--- src/rtl/atm_keypad_if.sv ---
// Keypad-to-core bundle for the ATM keypad encoder: scanner keystrokes in,
// request words with a valid/ready handshake plus exit/error pulses out.
interface atm_keypad_if #(
    parameter int ACC_W = 12,
    parameter int AMT_W = 11
);
    logic             key_valid;
    logic [3:0]       key_code;
    logic             req_ready;
    logic             req_valid;
    logic [ACC_W-1:0] acc_number;
    logic [3:0]       pin;
    logic [2:0]       menu_option;
    logic [AMT_W-1:0] amount;
    logic [ACC_W-1:0] dest_acc;
    logic             exit;
    logic             entry_error;

    // master: scanner + ATM core side; slave: the encoder itself
    modport master (
        output key_valid, key_code, req_ready,
        input  req_valid, acc_number, pin, menu_option, amount, dest_acc,
               exit, entry_error
    );

    modport slave (
        input  key_valid, key_code, req_ready,
        output req_valid, acc_number, pin, menu_option, amount, dest_acc,
               exit, entry_error
    );
endinterface

--- src/rtl/atm_keypad_encoder.sv ---
// Decimal keystroke accumulator feeding the ATM core: builds account, PIN,
// option, amount and destination words and presents them on a handshake.
module atm_keypad_encoder #(
    parameter int ACC_W   = 12,
    parameter int AMT_W   = 11,
    parameter int MAX_DIG = 4
) (
    input  logic         clk,
    input  logic         rst_n,
    atm_keypad_if.slave  bus
);
    localparam logic [2:0] S_ACC   = 3'd0;
    localparam logic [2:0] S_PIN   = 3'd1;
    localparam logic [2:0] S_LOGIN = 3'd2;
    localparam logic [2:0] S_OPT   = 3'd3;
    localparam logic [2:0] S_AMT   = 3'd4;
    localparam logic [2:0] S_DEST  = 3'd5;
    localparam logic [2:0] S_ISSUE = 3'd6;

    localparam logic [19:0] ACC_MAX = 20'((1 << ACC_W) - 1);
    localparam logic [19:0] AMT_MAX = 20'((1 << AMT_W) - 1);
    localparam logic [19:0] PIN_MAX = 20'd15;
    localparam logic [19:0] OPT_MAX = 20'd9;

    logic [2:0]       state_reg, state_next;
    logic [15:0]      acc_reg, acc_next;
    logic [3:0]       cnt_reg, cnt_next;
    logic             rv_reg, rv_next;
    logic [ACC_W-1:0] accnum_reg, accnum_next;
    logic [3:0]       pin_reg, pin_next;
    logic [2:0]       opt_reg, opt_next;
    logic [AMT_W-1:0] amt_reg, amt_next;
    logic [ACC_W-1:0] dest_reg, dest_next;
    logic             exit_reg, exit_next;
    logic             err_reg, err_next;

    logic        is_digit, is_enter, is_clear, is_cancel, is_illegal, in_entry;
    logic [3:0]  limit;
    logic [19:0] field_max;
    logic [19:0] cand;

    assign is_digit   = (bus.key_code <= 4'd9);
    assign is_enter   = (bus.key_code == 4'hA);
    assign is_clear   = (bus.key_code == 4'hB);
    assign is_cancel  = (bus.key_code == 4'hC);
    assign is_illegal = (bus.key_code >= 4'hD);
    assign in_entry   = (state_reg == S_ACC) || (state_reg == S_PIN) || (state_reg == S_OPT) ||
                        (state_reg == S_AMT) || (state_reg == S_DEST);
    assign cand       = 20'(acc_reg) * 20'd10 + 20'(bus.key_code);

    always_comb begin
        limit     = 4'(MAX_DIG);
        field_max = ACC_MAX;
        case (state_reg)
            S_PIN:   begin limit = 4'd2; field_max = PIN_MAX; end
            S_OPT:   begin limit = 4'd1; field_max = OPT_MAX; end
            S_AMT:   field_max = AMT_MAX;
            default: ;
        endcase
    end

    always_comb begin
        state_next  = state_reg;
        acc_next    = acc_reg;
        cnt_next    = cnt_reg;
        rv_next     = rv_reg;
        accnum_next = accnum_reg;
        pin_next    = pin_reg;
        opt_next    = opt_reg;
        amt_next    = amt_reg;
        dest_next   = dest_reg;
        exit_next   = 1'b0;
        err_next    = 1'b0;

        if (rv_reg && bus.req_ready) begin
            rv_next    = 1'b0;
            state_next = S_OPT;
        end

        if (bus.key_valid) begin
            if (is_cancel) begin
                // CANCEL overrides everything, including a completing handshake
                exit_next   = 1'b1;
                rv_next     = 1'b0;
                state_next  = S_ACC;
                acc_next    = '0;
                cnt_next    = '0;
                accnum_next = '0;
                pin_next    = '0;
                opt_next    = '0;
                amt_next    = '0;
                dest_next   = '0;
            end else if (is_illegal) begin
                err_next = 1'b1;
            end else if (!rv_reg && in_entry) begin
                if (is_digit) begin
                    if (cnt_reg >= limit || cand > field_max) begin
                        err_next = 1'b1;
                        acc_next = '0;
                        cnt_next = '0;
                    end else begin
                        acc_next = cand[15:0];
                        cnt_next = cnt_reg + 4'd1;
                    end
                end else if (is_enter) begin
                    acc_next = '0;
                    cnt_next = '0;
                    if (cnt_reg == 4'd0) begin
                        err_next = 1'b1;
                    end else begin
                        case (state_reg)
                            S_ACC: begin
                                accnum_next = acc_reg[ACC_W-1:0];
                                state_next  = S_PIN;
                            end
                            S_PIN: begin
                                pin_next   = acc_reg[3:0];
                                opt_next   = 3'd0;
                                state_next = S_LOGIN;
                                rv_next    = 1'b1;
                            end
                            S_OPT: begin
                                if (acc_reg == 16'd3) begin
                                    opt_next   = 3'd3;
                                    state_next = S_ISSUE;
                                    rv_next    = 1'b1;
                                end else if (acc_reg >= 16'd4 && acc_reg <= 16'd6) begin
                                    opt_next   = acc_reg[2:0];
                                    state_next = S_AMT;
                                end else begin
                                    err_next = 1'b1;
                                end
                            end
                            S_AMT: begin
                                amt_next = acc_reg[AMT_W-1:0];
                                if (opt_reg == 3'd6) begin
                                    state_next = S_DEST;
                                end else begin
                                    state_next = S_ISSUE;
                                    rv_next    = 1'b1;
                                end
                            end
                            default: begin
                                dest_next  = acc_reg[ACC_W-1:0];
                                state_next = S_ISSUE;
                                rv_next    = 1'b1;
                            end
                        endcase
                    end
                end else if (is_clear) begin
                    acc_next = '0;
                    cnt_next = '0;
                end
            end
        end
    end

    always_ff @(posedge clk or negedge rst_n) begin
        if (!rst_n) begin
            state_reg  <= S_ACC;
            acc_reg    <= '0;
            cnt_reg    <= '0;
            rv_reg     <= 1'b0;
            accnum_reg <= '0;
            pin_reg    <= '0;
            opt_reg    <= '0;
            amt_reg    <= '0;
            dest_reg   <= '0;
            exit_reg   <= 1'b0;
            err_reg    <= 1'b0;
        end else begin
            state_reg  <= state_next;
            acc_reg    <= acc_next;
            cnt_reg    <= cnt_next;
            rv_reg     <= rv_next;
            accnum_reg <= accnum_next;
            pin_reg    <= pin_next;
            opt_reg    <= opt_next;
            amt_reg    <= amt_next;
            dest_reg   <= dest_next;
            exit_reg   <= exit_next;
            err_reg    <= err_next;
        end
    end

    assign bus.req_valid   = rv_reg;
    assign bus.acc_number  = accnum_reg;
    assign bus.pin         = pin_reg;
    assign bus.menu_option = opt_reg;
    assign bus.amount      = amt_reg;
    assign bus.dest_acc    = dest_reg;
    assign bus.exit        = exit_reg;
    assign bus.entry_error = err_reg;
endmodule
--- src/flat_wrapper.sv ---
// flat-port wrapper written by rule: the top's interface ports become plain ports
module atm_keypad_encoder_flat 
#(
    parameter int ACC_W   = 12,
    parameter int AMT_W   = 11,
    parameter int MAX_DIG = 4
)
  (clk, rst_n, bus_key_valid, bus_key_code, bus_req_ready, bus_req_valid, bus_acc_number, bus_pin, bus_menu_option, bus_amount, bus_dest_acc, bus_exit, bus_entry_error);
  atm_keypad_if #(.ACC_W(ACC_W), .AMT_W(AMT_W)) bus_i ();
  input  logic clk;
  input  logic rst_n;
  input wire logic [$bits(bus_i.key_valid)-1:0] bus_key_valid;
  input wire logic [$bits(bus_i.key_code)-1:0] bus_key_code;
  input wire logic [$bits(bus_i.req_ready)-1:0] bus_req_ready;
  output wire logic [$bits(bus_i.req_valid)-1:0] bus_req_valid;
  output wire logic [$bits(bus_i.acc_number)-1:0] bus_acc_number;
  output wire logic [$bits(bus_i.pin)-1:0] bus_pin;
  output wire logic [$bits(bus_i.menu_option)-1:0] bus_menu_option;
  output wire logic [$bits(bus_i.amount)-1:0] bus_amount;
  output wire logic [$bits(bus_i.dest_acc)-1:0] bus_dest_acc;
  output wire logic [$bits(bus_i.exit)-1:0] bus_exit;
  output wire logic [$bits(bus_i.entry_error)-1:0] bus_entry_error;
  assign bus_i.key_valid = bus_key_valid;
  assign bus_i.key_code = bus_key_code;
  assign bus_i.req_ready = bus_req_ready;
  assign bus_req_valid = bus_i.req_valid;
  assign bus_acc_number = bus_i.acc_number;
  assign bus_pin = bus_i.pin;
  assign bus_menu_option = bus_i.menu_option;
  assign bus_amount = bus_i.amount;
  assign bus_dest_acc = bus_i.dest_acc;
  assign bus_exit = bus_i.exit;
  assign bus_entry_error = bus_i.entry_error;
  atm_keypad_encoder #(.ACC_W(ACC_W), .AMT_W(AMT_W), .MAX_DIG(MAX_DIG)) u_core (.clk(clk), .rst_n(rst_n), .bus(bus_i));
endmodule
--- config.mk ---
export PLATFORM = sky130hd
export DESIGN_NAME = atm_keypad_encoder_flat
export DESIGN_NICKNAME = d
export VERILOG_FILES = /design/src/rtl/atm_keypad_if.sv /design/src/rtl/atm_keypad_encoder.sv /design/src/flat_wrapper.sv
export SDC_FILE = /design/constraint.sdc
export NUM_CORES = 1
export LEC_CHECK = 0
export ABC_CLOCK_PERIOD_IN_PS = 4400
export CORE_ASPECT_RATIO = 1.1
export CORE_MARGIN = 1
export CORE_UTILIZATION = 30
export DETAILED_ROUTE_END_ITERATION = 6
export PLACE_DENSITY = 0.52
export SLEW_MARGIN = 5
export SYNTH_ARGS = -nofsm -noshare
export SYNTH_HDL_FRONTEND = slang
export SYNTH_SLANG_ARGS = --single-unit
--- constraint.sdc ---
create_clock -name clk -period 4.4 [get_ports clk]
set_clock_uncertainty 0.2 [all_clocks]
set_input_delay 0.66 -clock clk [delete_from_list [all_inputs] [get_ports clk]]
set_output_delay 0.66 -clock clk [all_outputs]
set_load 0.02 [all_outputs]
==> implementation parameters, run 1 <==
Parameter                              Value

Logic synthesis
  Seq/Total Area, Yosys    37.82%
  Post-Synthesis Cell Area    4499 um2
  Synth warnings    0
  Dominant synthesized flop cell    sky130_fd_sc_hd__dfrtp_1
  Asr flop ratio synth    100.0%
  Number of instances in the synthesized netlist    495
  Syn nets    551
  Portion of synthesized cell area occupied by the leading cell type    37.82%
  Mean area per synthesized cell    9.090 um2
  Number of enable-type register cells in the synthesized netlist    0
  Synth area leaders    sky130_fd_sc_hd__dfrtp_1 (38%), sky130_fd_sc_hd__ha_1 (13%), sky130_fd_sc_hd__o21ai_0 (7.2%), sky130_fd_sc_hd__nand2_1 (7.0%), sky130_fd_sc_hd__a21oi_1 (3.0%)
  Top cell type by total area after synthesis    sky130_fd_sc_hd__dfrtp_1
  Count of unique library cells instantiated by Yosys    61
  #FFs+latches synth    68

Routing
  Total wirelength of the detailed-routed design    12280 um
  Drt via density    5.131
  Wirelength per Cell    15.60 um
  Via count of the routed design    4038
  Residual antenna-violating net count after detailed routing    0
  DRT Pass-1 Iters    4
  Starting DRT DRC Count    217
  DRC viols    0

Worst setup path
  Count of buffer and inverter cells on the critical path    2
  Delay of the slowest cell on the worst path    0.42 ns
  Worst setup SP type    flip-flop
  Largest driver fanout on the critical path    6
  Critical path's slowest cell    sky130_fd_sc_hd__dfrtp_1
  Critical path class    reg -> reg
  Required time of the critical path    4.46 ns
  Crit. End Element    flip-flop
  Data arrival time of the worst path    4.45 ns
  Cell breakdown of the critical path    ha_4, ha_4, fa_2, buf_6, a21o_4, buf_6, a221oi_4, xnor2_2, xnor2_2, ha_1, nand4_1, o41ai_2, nand4_1, a2111oi_4, and3_4, a32o_1
  Cell family with the largest share of critical-path delay    compound AO/OA/AOI/OAI gates

Clocking
  H-tree depth reported by CTS    3
  Number of clock sinks    68
  Clock-pin slew on the worst setup and hold paths    0.06 ns
  Number of buffers between clock root and the deepest sink    2
  Insertion delay to the later sink of the worst-skew pair    0.33 ns
  Number of buffers added by the clock tree synthesis step    9
  Root buf cell    sky130_fd_sc_hd__clkbuf_16
  Hold bufs inserted after CTS    0
  CTS tree    yes

Die
  DIE HEIGHT    130.4 um
  Number of top-level pins    53
  Std cell rows    46
  Chip width    118.8 um
  Area enclosed by the die boundary    15490 um2
  Core area    14560 um2
  Initial core utilization    30.90%

Timing
  Setup repair after global routing missed its margin    yes
  Worst slew pin tran    1.090 ns
  Clock period minus worst slack    4.393 ns
  Final setup vio count    0
  Peak clock frequency supported by timing    0.2277 GHz
  Final-layout worst hold slack    0.2801 ns
  Hold Fails Final Rpt    0
  Slew headroom    27.30%
  Final period util    99.83%
  Max-slew violation total from the final report    0

GRT
  Residual overflow from global routing    0
  Vias in the first global route    4026
  Gr usage total    16.76%
  Pin count of the biggest net entering global routing    48
  First-pass GRT wire length    20640 um
  Antenna violations before repair    0

Finish
  Layout-stage area growth over the synthesis result    34.26%
  Count of inserted antenna diode cells    0
  Fraction of layout cells with a size suffix above 1    18.99%
  Post-layout net count    646
  Number of flip-flops in the largest register    16

Job
  Count of max-cap constraint violations    0

Power
  Power density over the cells    614.5 nW/um2
  LEAKAGE    0.002713 uW
  Highest ir drop seen on vdd    0.2377 mV
  Power, Total    3712 uW

Worst hold path
  Worst hold-check path type    reg -> reg

Place
  Input/output buffers    52
  Half-perimeter wire length of the detailed placement result    9234 um
  Routability cong.    0.8276

Outcome
  Status    finished, final reports clean
synthesized netlist by cell type (all sizes together), types with 2 or more instances:
cell	number
nor2b	6
nor3	8
nor3b	4
a21oi	27
dfrtp	68
fa	2
and3	6
a31oi	3
nand2b	5
o41ai	2
xor2	6
a31o	2
nand4	10
a32o	11
or2	5
ha	46
o21bai	2
inv	18
a21o	9
clkbuf	12
and2	5
a2111oi	2
nor4	3
nand3b	4
o21ai	66
a211oi	2
o21a	2
or4b	2
nor2	17
nand2	84
mux2i	2
nand3	19
buf	3
xnor2	13
cell usage in the layout, fill, tap and decap left out, types with 4 or more instances in the layout:
| master | netlist | final |
|---|---|---|
| sky130_fd_sc_hd__a21o_1 | 6 | 6 |
| sky130_fd_sc_hd__a21oi_1 | 27 | 23 |
| sky130_fd_sc_hd__a21oi_2 | 0 | 4 |
| sky130_fd_sc_hd__a32o_1 | 11 | 11 |
| sky130_fd_sc_hd__and2_1 | 5 | 5 |
| sky130_fd_sc_hd__and3_1 | 4 | 4 |
| sky130_fd_sc_hd__buf_4 | 0 | 43 |
| sky130_fd_sc_hd__clkbuf_16 | 0 | 9 |
| sky130_fd_sc_hd__clkdlybuf4s50_1 | 0 | 51 |
| sky130_fd_sc_hd__dfrtp_1 | 68 | 67 |
| sky130_fd_sc_hd__ha_1 | 46 | 40 |
| sky130_fd_sc_hd__ha_4 | 0 | 5 |
| sky130_fd_sc_hd__inv_1 | 18 | 18 |
| sky130_fd_sc_hd__nand2_1 | 84 | 82 |
| sky130_fd_sc_hd__nand2b_1 | 5 | 5 |
| sky130_fd_sc_hd__nand3_1 | 18 | 17 |
| sky130_fd_sc_hd__nand3b_1 | 4 | 4 |
| sky130_fd_sc_hd__nand4_1 | 10 | 10 |
| sky130_fd_sc_hd__nor2_1 | 17 | 17 |
| sky130_fd_sc_hd__nor2b_1 | 6 | 5 |
| sky130_fd_sc_hd__nor3_1 | 8 | 7 |
| sky130_fd_sc_hd__nor3b_1 | 4 | 4 |
| sky130_fd_sc_hd__o21ai_0 | 65 | 58 |
| sky130_fd_sc_hd__o21ai_1 | 1 | 5 |
| sky130_fd_sc_hd__xnor2_1 | 13 | 10 |
| sky130_fd_sc_hd__xor2_1 | 6 | 6 |
where the power goes:
part           switching, uW  internal [uW]  total [uW]
Combinational           1130            945        2080
Clock                    260            427         686
Sequential               145            803         947
Total                   1540           2170        3710
worst reg2reg max path: stages (launching register included):
cell	delay, ns
sky130_fd_sc_hd__dfrtp_1	0.42
sky130_fd_sc_hd__ha_4	0.26
sky130_fd_sc_hd__ha_4	0.17
sky130_fd_sc_hd__fa_2	0.41
sky130_fd_sc_hd__buf_6	0.13
sky130_fd_sc_hd__a21o_4	0.22
sky130_fd_sc_hd__buf_6	0.12
sky130_fd_sc_hd__a221oi_4	0.30
sky130_fd_sc_hd__xnor2_2	0.14
sky130_fd_sc_hd__xnor2_2	0.16
sky130_fd_sc_hd__ha_1	0.31
sky130_fd_sc_hd__nand4_1	0.14
sky130_fd_sc_hd__o41ai_2	0.30
sky130_fd_sc_hd__nand4_1	0.19
sky130_fd_sc_hd__a2111oi_4	0.37
sky130_fd_sc_hd__and3_4	0.33
sky130_fd_sc_hd__a32o_1	0.18
what timing repair did:
item / CTS / global route
buffers inserted: 3 / 4
gates resized for setup: 25 / 17
cloned: 1 / 0
endpoints found under the setup margin: 16 / 17
pin swaps: 25 / 32
cells by family after synthesis:
family          after synthesis  synth area share (%)
buf+inv                      33                 2.975
fa+ha+maj                    48                 13.68
simple gates                182                 19.94
flops                        68                 37.82
xor+xnor                     19                 3.699
compound gates              143                 21.44
mux                           2                0.4450
stage by stage:
step | utilization (%) | cells | area, um2 | TNS [ns] | setup slack (ns)
6_report | 41.48 | 787 | 6041 | 0 | 0.007310
5_1_grt | 41.48 | 787 | 6041 | -3.060 | -0.2146
4_1_cts | 40.60 | 783 | 5912 | -0.8834 | -0.08543
3_5_place_dp | 37.73 | 763 | 5494 | -3.244 | -0.2244
3_3_place_gp | 37.73 | 763 | 5494 | -2.330 | -0.1571
2_1_floorplan | - | 495 | 4506 | 0 | 0.02292
per-layer routing:
layer / global-route usage, % / up-vias / wire (um)
met5: 0 / - / 0
met4: 4.542 / 0 / 188
met3: 2.734 / 16 / 352
met2: 30.20 / 73 / 6058
met1: 20.85 / 1946 / 5682
li1: - / 2003 / -
cell type report:
cell class              instances  area, um2
fillers                      1440       8521
repair buffers                 98      872.1
well taps                     192      240.2
multi-input cells             395       2868
flip-flops and latches         68       1703
clock buffers                  13      270.3
inverters                      18      67.56
clock inverters                 3      20.02
final timing paths:
check	start	to	slack [ns]	cells after the start
setup reg to reg	u_core.acc_reg[1]	u_core.acc_reg[5]	0.007	16
hold reg to reg	u_core.bus.acc_number[6]	u_core.bus.acc_number[6]	0.28	2
hold / removal	u_core.bus.acc_number[6]	u_core.bus.acc_number[6]	0.28	2
min in group asynchronous	rst_n	u_core.bus.dest_acc[2]	0.34	1
setup / recovery	u_core.acc_reg[1]	u_core.acc_reg[5]	0.007	16
max in group asynchronous	rst_n	u_core.bus.amount[0]	2.78	2
Power figures use the tool's default switching activity.
==> run 2: changes to the inputs <==
--- a/config.mk
+++ b/config.mk
@@ -6,8 +6,8 @@
 export NUM_CORES = 1
 export LEC_CHECK = 0
 export ABC_CLOCK_PERIOD_IN_PS = 4400
+export CAP_MARGIN = 10
 export CORE_ASPECT_RATIO = 1.1
-export CORE_MARGIN = 1
 export CORE_UTILIZATION = 30
 export DETAILED_ROUTE_END_ITERATION = 6
 export PLACE_DENSITY = 0.52
==> results of run 2 <==
Same layout as run 1: the final DEF is identical, and so are final timing and power.
==> run 3: changes to the inputs <==
--- a/config.mk
+++ b/config.mk
@@ -15,3 +15,4 @@
 export SYNTH_ARGS = -nofsm -noshare
 export SYNTH_HDL_FRONTEND = slang
 export SYNTH_SLANG_ARGS = --single-unit
+export TNS_END_PERCENT = 10
==> constraint.sdc (replaced) <==
create_clock -name clk -period 4.4 [get_ports clk]
set_clock_uncertainty 0.2 [all_clocks]
set_input_delay 0.66 -clock clk [delete_from_list [all_inputs] [get_ports clk]]
set_output_delay 0.66 -clock clk [all_outputs]
set_load 0.1 [all_outputs]
==> run 3 against run 2 <==
Net effect: total power grew 20%; maximum frequency decreased by 0.13%; critical endpoint unchanged; sequential share of layout area rose by 0.070 points; combinational power increased by 37%; critical path depth unchanged; routed wire length is essentially flat; hold slack hardly changed; clock power is essentially flat; via count rose by 0.32%; utilization fell by 0.10 points; first-iteration DRC count shrank 9.7%; register-to-register slack barely moved.
==> implementation parameters, run 3 (synthesis gave the netlist of run 1 again) <==
Parameter                              Value

Die
  Std cell rows    46
  Number of top-level pins    53
  DIE HEIGHT    130.4 um
  Area enclosed by the die boundary    15490 um2
  Chip width    118.8 um
  Initial core utilization    30.90%
  Core area    14560 um2

Worst setup path
  Critical path's slowest cell    sky130_fd_sc_hd__dfrtp_1
  Length in cells of the worst reg-to-reg path    16
  Reg2reg setup slack    0.001 ns
  Required time of the critical path    4.46 ns
  Largest driver fanout on the critical path    6
  Delay of the slowest cell on the worst path    0.42 ns
  Count of cell instances traversed by the critical path    16
  Startpoint of the worst register-to-register path    u_core.acc_reg[1]
  Critical path class    reg -> reg
  Terminus of the critical flop-to-flop path    u_core.acc_reg[5]
  Worst setup SP type    flip-flop
  Crit. End Element    flip-flop
  Critical Path Sink    u_core.acc_reg[5]
  Cell family with the largest share of critical-path delay    compound AO/OA/AOI/OAI gates
  Cell breakdown of the critical path    ha_4, ha_4, fa_2, buf_6, a21o_4, buf_6, a221oi_4, xnor2_2, xnor2_2, ha_1, nand4_1, o41ai_2, nand4_1, a2111oi_4, and3_4, a32o_1
  Count of buffer and inverter cells on the critical path    2
  Critical Path Start    u_core.acc_reg[1]
  Data arrival time of the worst path    4.46 ns

Routing
  Total wirelength of the detailed-routed design    12280 um
  Drt via density    5.147
  Residual antenna-violating net count after detailed routing    0
  DRC viols    0
  Via count of the routed design    4051
  Starting DRT DRC Count    196
  DRT Pass-1 Iters    4
  Wirelength per Cell    15.60 um

Power
  Power density over the cells    741.8 nW/um2
  Power, Total    4470 uW
  LEAKAGE    0.002708 uW
  Highest ir drop seen on vdd    0.2431 mV

Clocking
  Number of buffers between clock root and the deepest sink    2
  Hold bufs inserted after CTS    0
  Clock-pin slew on the worst setup and hold paths    0.06 ns
  Number of clock sinks    68
  H-tree depth reported by CTS    3
  Root buf cell    sky130_fd_sc_hd__clkbuf_16
  Number of buffers added by the clock tree synthesis step    9
  Insertion delay to the later sink of the worst-skew pair    0.32 ns
  CTS tree    yes

Timing
  Max-slew violation total from the final report    0
  Slew headroom    27.52%
  Final setup vio count    0
  Peak clock frequency supported by timing    0.2273 GHz
  Final period util    99.97%
  Hold Fails Final Rpt    0
  Clock period minus worst slack    4.399 ns
  Worst slew pin tran    1.087 ns
  Setup repair after global routing missed its margin    yes

Finish
  Fraction of layout cells with a size suffix above 1    18.66%
  Top library cells by usage in the layout, fill and taps aside    sky130_fd_sc_hd__nand2_1 (82), sky130_fd_sc_hd__dfrtp_1 (67), sky130_fd_sc_hd__o21ai_0 (58)
  Number of fill cells    1443
  Layout-stage area growth over the synthesis result    33.93%
  Count of inserted antenna diode cells    0
  Number of flip-flops in the largest register    16
  Leading cell type in the layout, fill and taps excluded    sky130_fd_sc_hd__nand2_1
  Post-layout net count    646
  Non-Filler Instances    787

Place
  Half-perimeter wire length of the detailed placement result    9234 um
  Routability cong.    0.8276
  Count of placed standard cells including taps    763
  Input/output buffers    52

GRT
  Gr usage total    16.75%
  Vias in the first global route    4023
  Antenna violations before repair    0
  Pin count of the biggest net entering global routing    48
  Residual overflow from global routing    0
  First-pass GRT wire length    20620 um

Worst hold path
  Worst hold-check path type    reg -> reg

Outcome
  Status    finished, final reports clean

Job
  Count of max-cap constraint violations    0
-- run 3: cell counts in the layout (fill, tap and decap cells not counted) --
No cell type changed its count.
-- run 3: stage by stage --
step | utilization, % | hold WS, ns | setup WS, ns | area [um2] | TNS [ns]
floorplan | - | 0.1644 | 0.02292 | 4506 | 0
global placement | 37.73 | 0.2635 | -0.1571 | 5494 | -2.330
detailed placement | 37.73 | 0.2732 | -0.2244 | 5494 | -3.244
CTS | 40.55 | 0.2815 | -0.08553 | 5904 | -0.8737
global route | 41.38 | 0.2985 | -0.2077 | 6026 | -3.017
finish | 41.38 | 0.2799 | 0.001446 | 6026 | 0
-- run 3: what timing repair did --
| action | CTS | global route |
|---|---|---|
| gates cloned | 1 | 0 |
| endpoints found under the setup margin | 16 | 17 |
| gates resized for setup | 24 | 15 |
| pin swaps | 22 | 28 |
| buffers inserted | 3 | 4 |
-- run 3: cell type report --
| cell class | count | area [um2] | area share (%) |
|---|---|---|---|
| Sequential cell | 68 | 1703 | 28.26 |
| Tap cell | 192 | 240.2 | 3.987 |
| Clock buffer | 13 | 270.3 | 4.485 |
| Clock inverter | 3 | 20.02 | 0.3322 |
| Inverter | 18 | 67.56 | 1.121 |
| Timing Repair Buffer | 98 | 868.3 | 14.41 |
| Multi-Input combinational cell | 395 | 2856 | 47.40 |
-- run 3: worst reg2reg max path, cell delays in order, from the launching register on --
cell,delay [ns]
sky130_fd_sc_hd__dfrtp_1,0.42
sky130_fd_sc_hd__ha_4,0.26
sky130_fd_sc_hd__ha_4,0.17
sky130_fd_sc_hd__fa_2,0.41
sky130_fd_sc_hd__buf_6,0.13
sky130_fd_sc_hd__a21o_4,0.22
sky130_fd_sc_hd__buf_6,0.12
sky130_fd_sc_hd__a221oi_4,0.30
sky130_fd_sc_hd__xnor2_2,0.14
sky130_fd_sc_hd__xnor2_2,0.16
sky130_fd_sc_hd__ha_1,0.31
sky130_fd_sc_hd__nand4_1,0.14
sky130_fd_sc_hd__o41ai_2,0.30
sky130_fd_sc_hd__nand4_1,0.19
sky130_fd_sc_hd__a2111oi_4,0.37
sky130_fd_sc_hd__and3_4,0.33
sky130_fd_sc_hd__a32o_1,0.18
-- run 3: per-layer routing --
layer  track usage, %  share of wire [%]
met3            2.734                2.9
met1            20.79                 46
met4            4.542                1.6
met5                0                  0
met2            30.20                 49
-- run 3: worst min-delay path by stage --
| stage | start | end | slack (ns) | depth (start not counted) |
|---|---|---|---|---|
| finish | u_core.bus.acc_number[0] | u_core.bus.acc_number[0] | 0.28 | 2 |
| global route | u_core.bus.acc_number[0] | u_core.bus.acc_number[0] | 0.30 | 2 |
| detailed placement | u_core.bus.acc_number[6] | u_core.bus.acc_number[6] | 0.27 | 2 |
| global placement | u_core.bus.acc_number[2] | u_core.bus.acc_number[2] | 0.26 | 2 |
| CTS | u_core.bus.acc_number[4] | u_core.bus.acc_number[4] | 0.28 | 2 |
| floorplan | rst_n | u_core.acc_reg[0] | 0.16 | 0 |
-- run 3: where the power goes --
part	total [uW]	switching [uW]	internal, uW
logic	2840	1900	934
clock network	686	260	427
registers	947	145	803
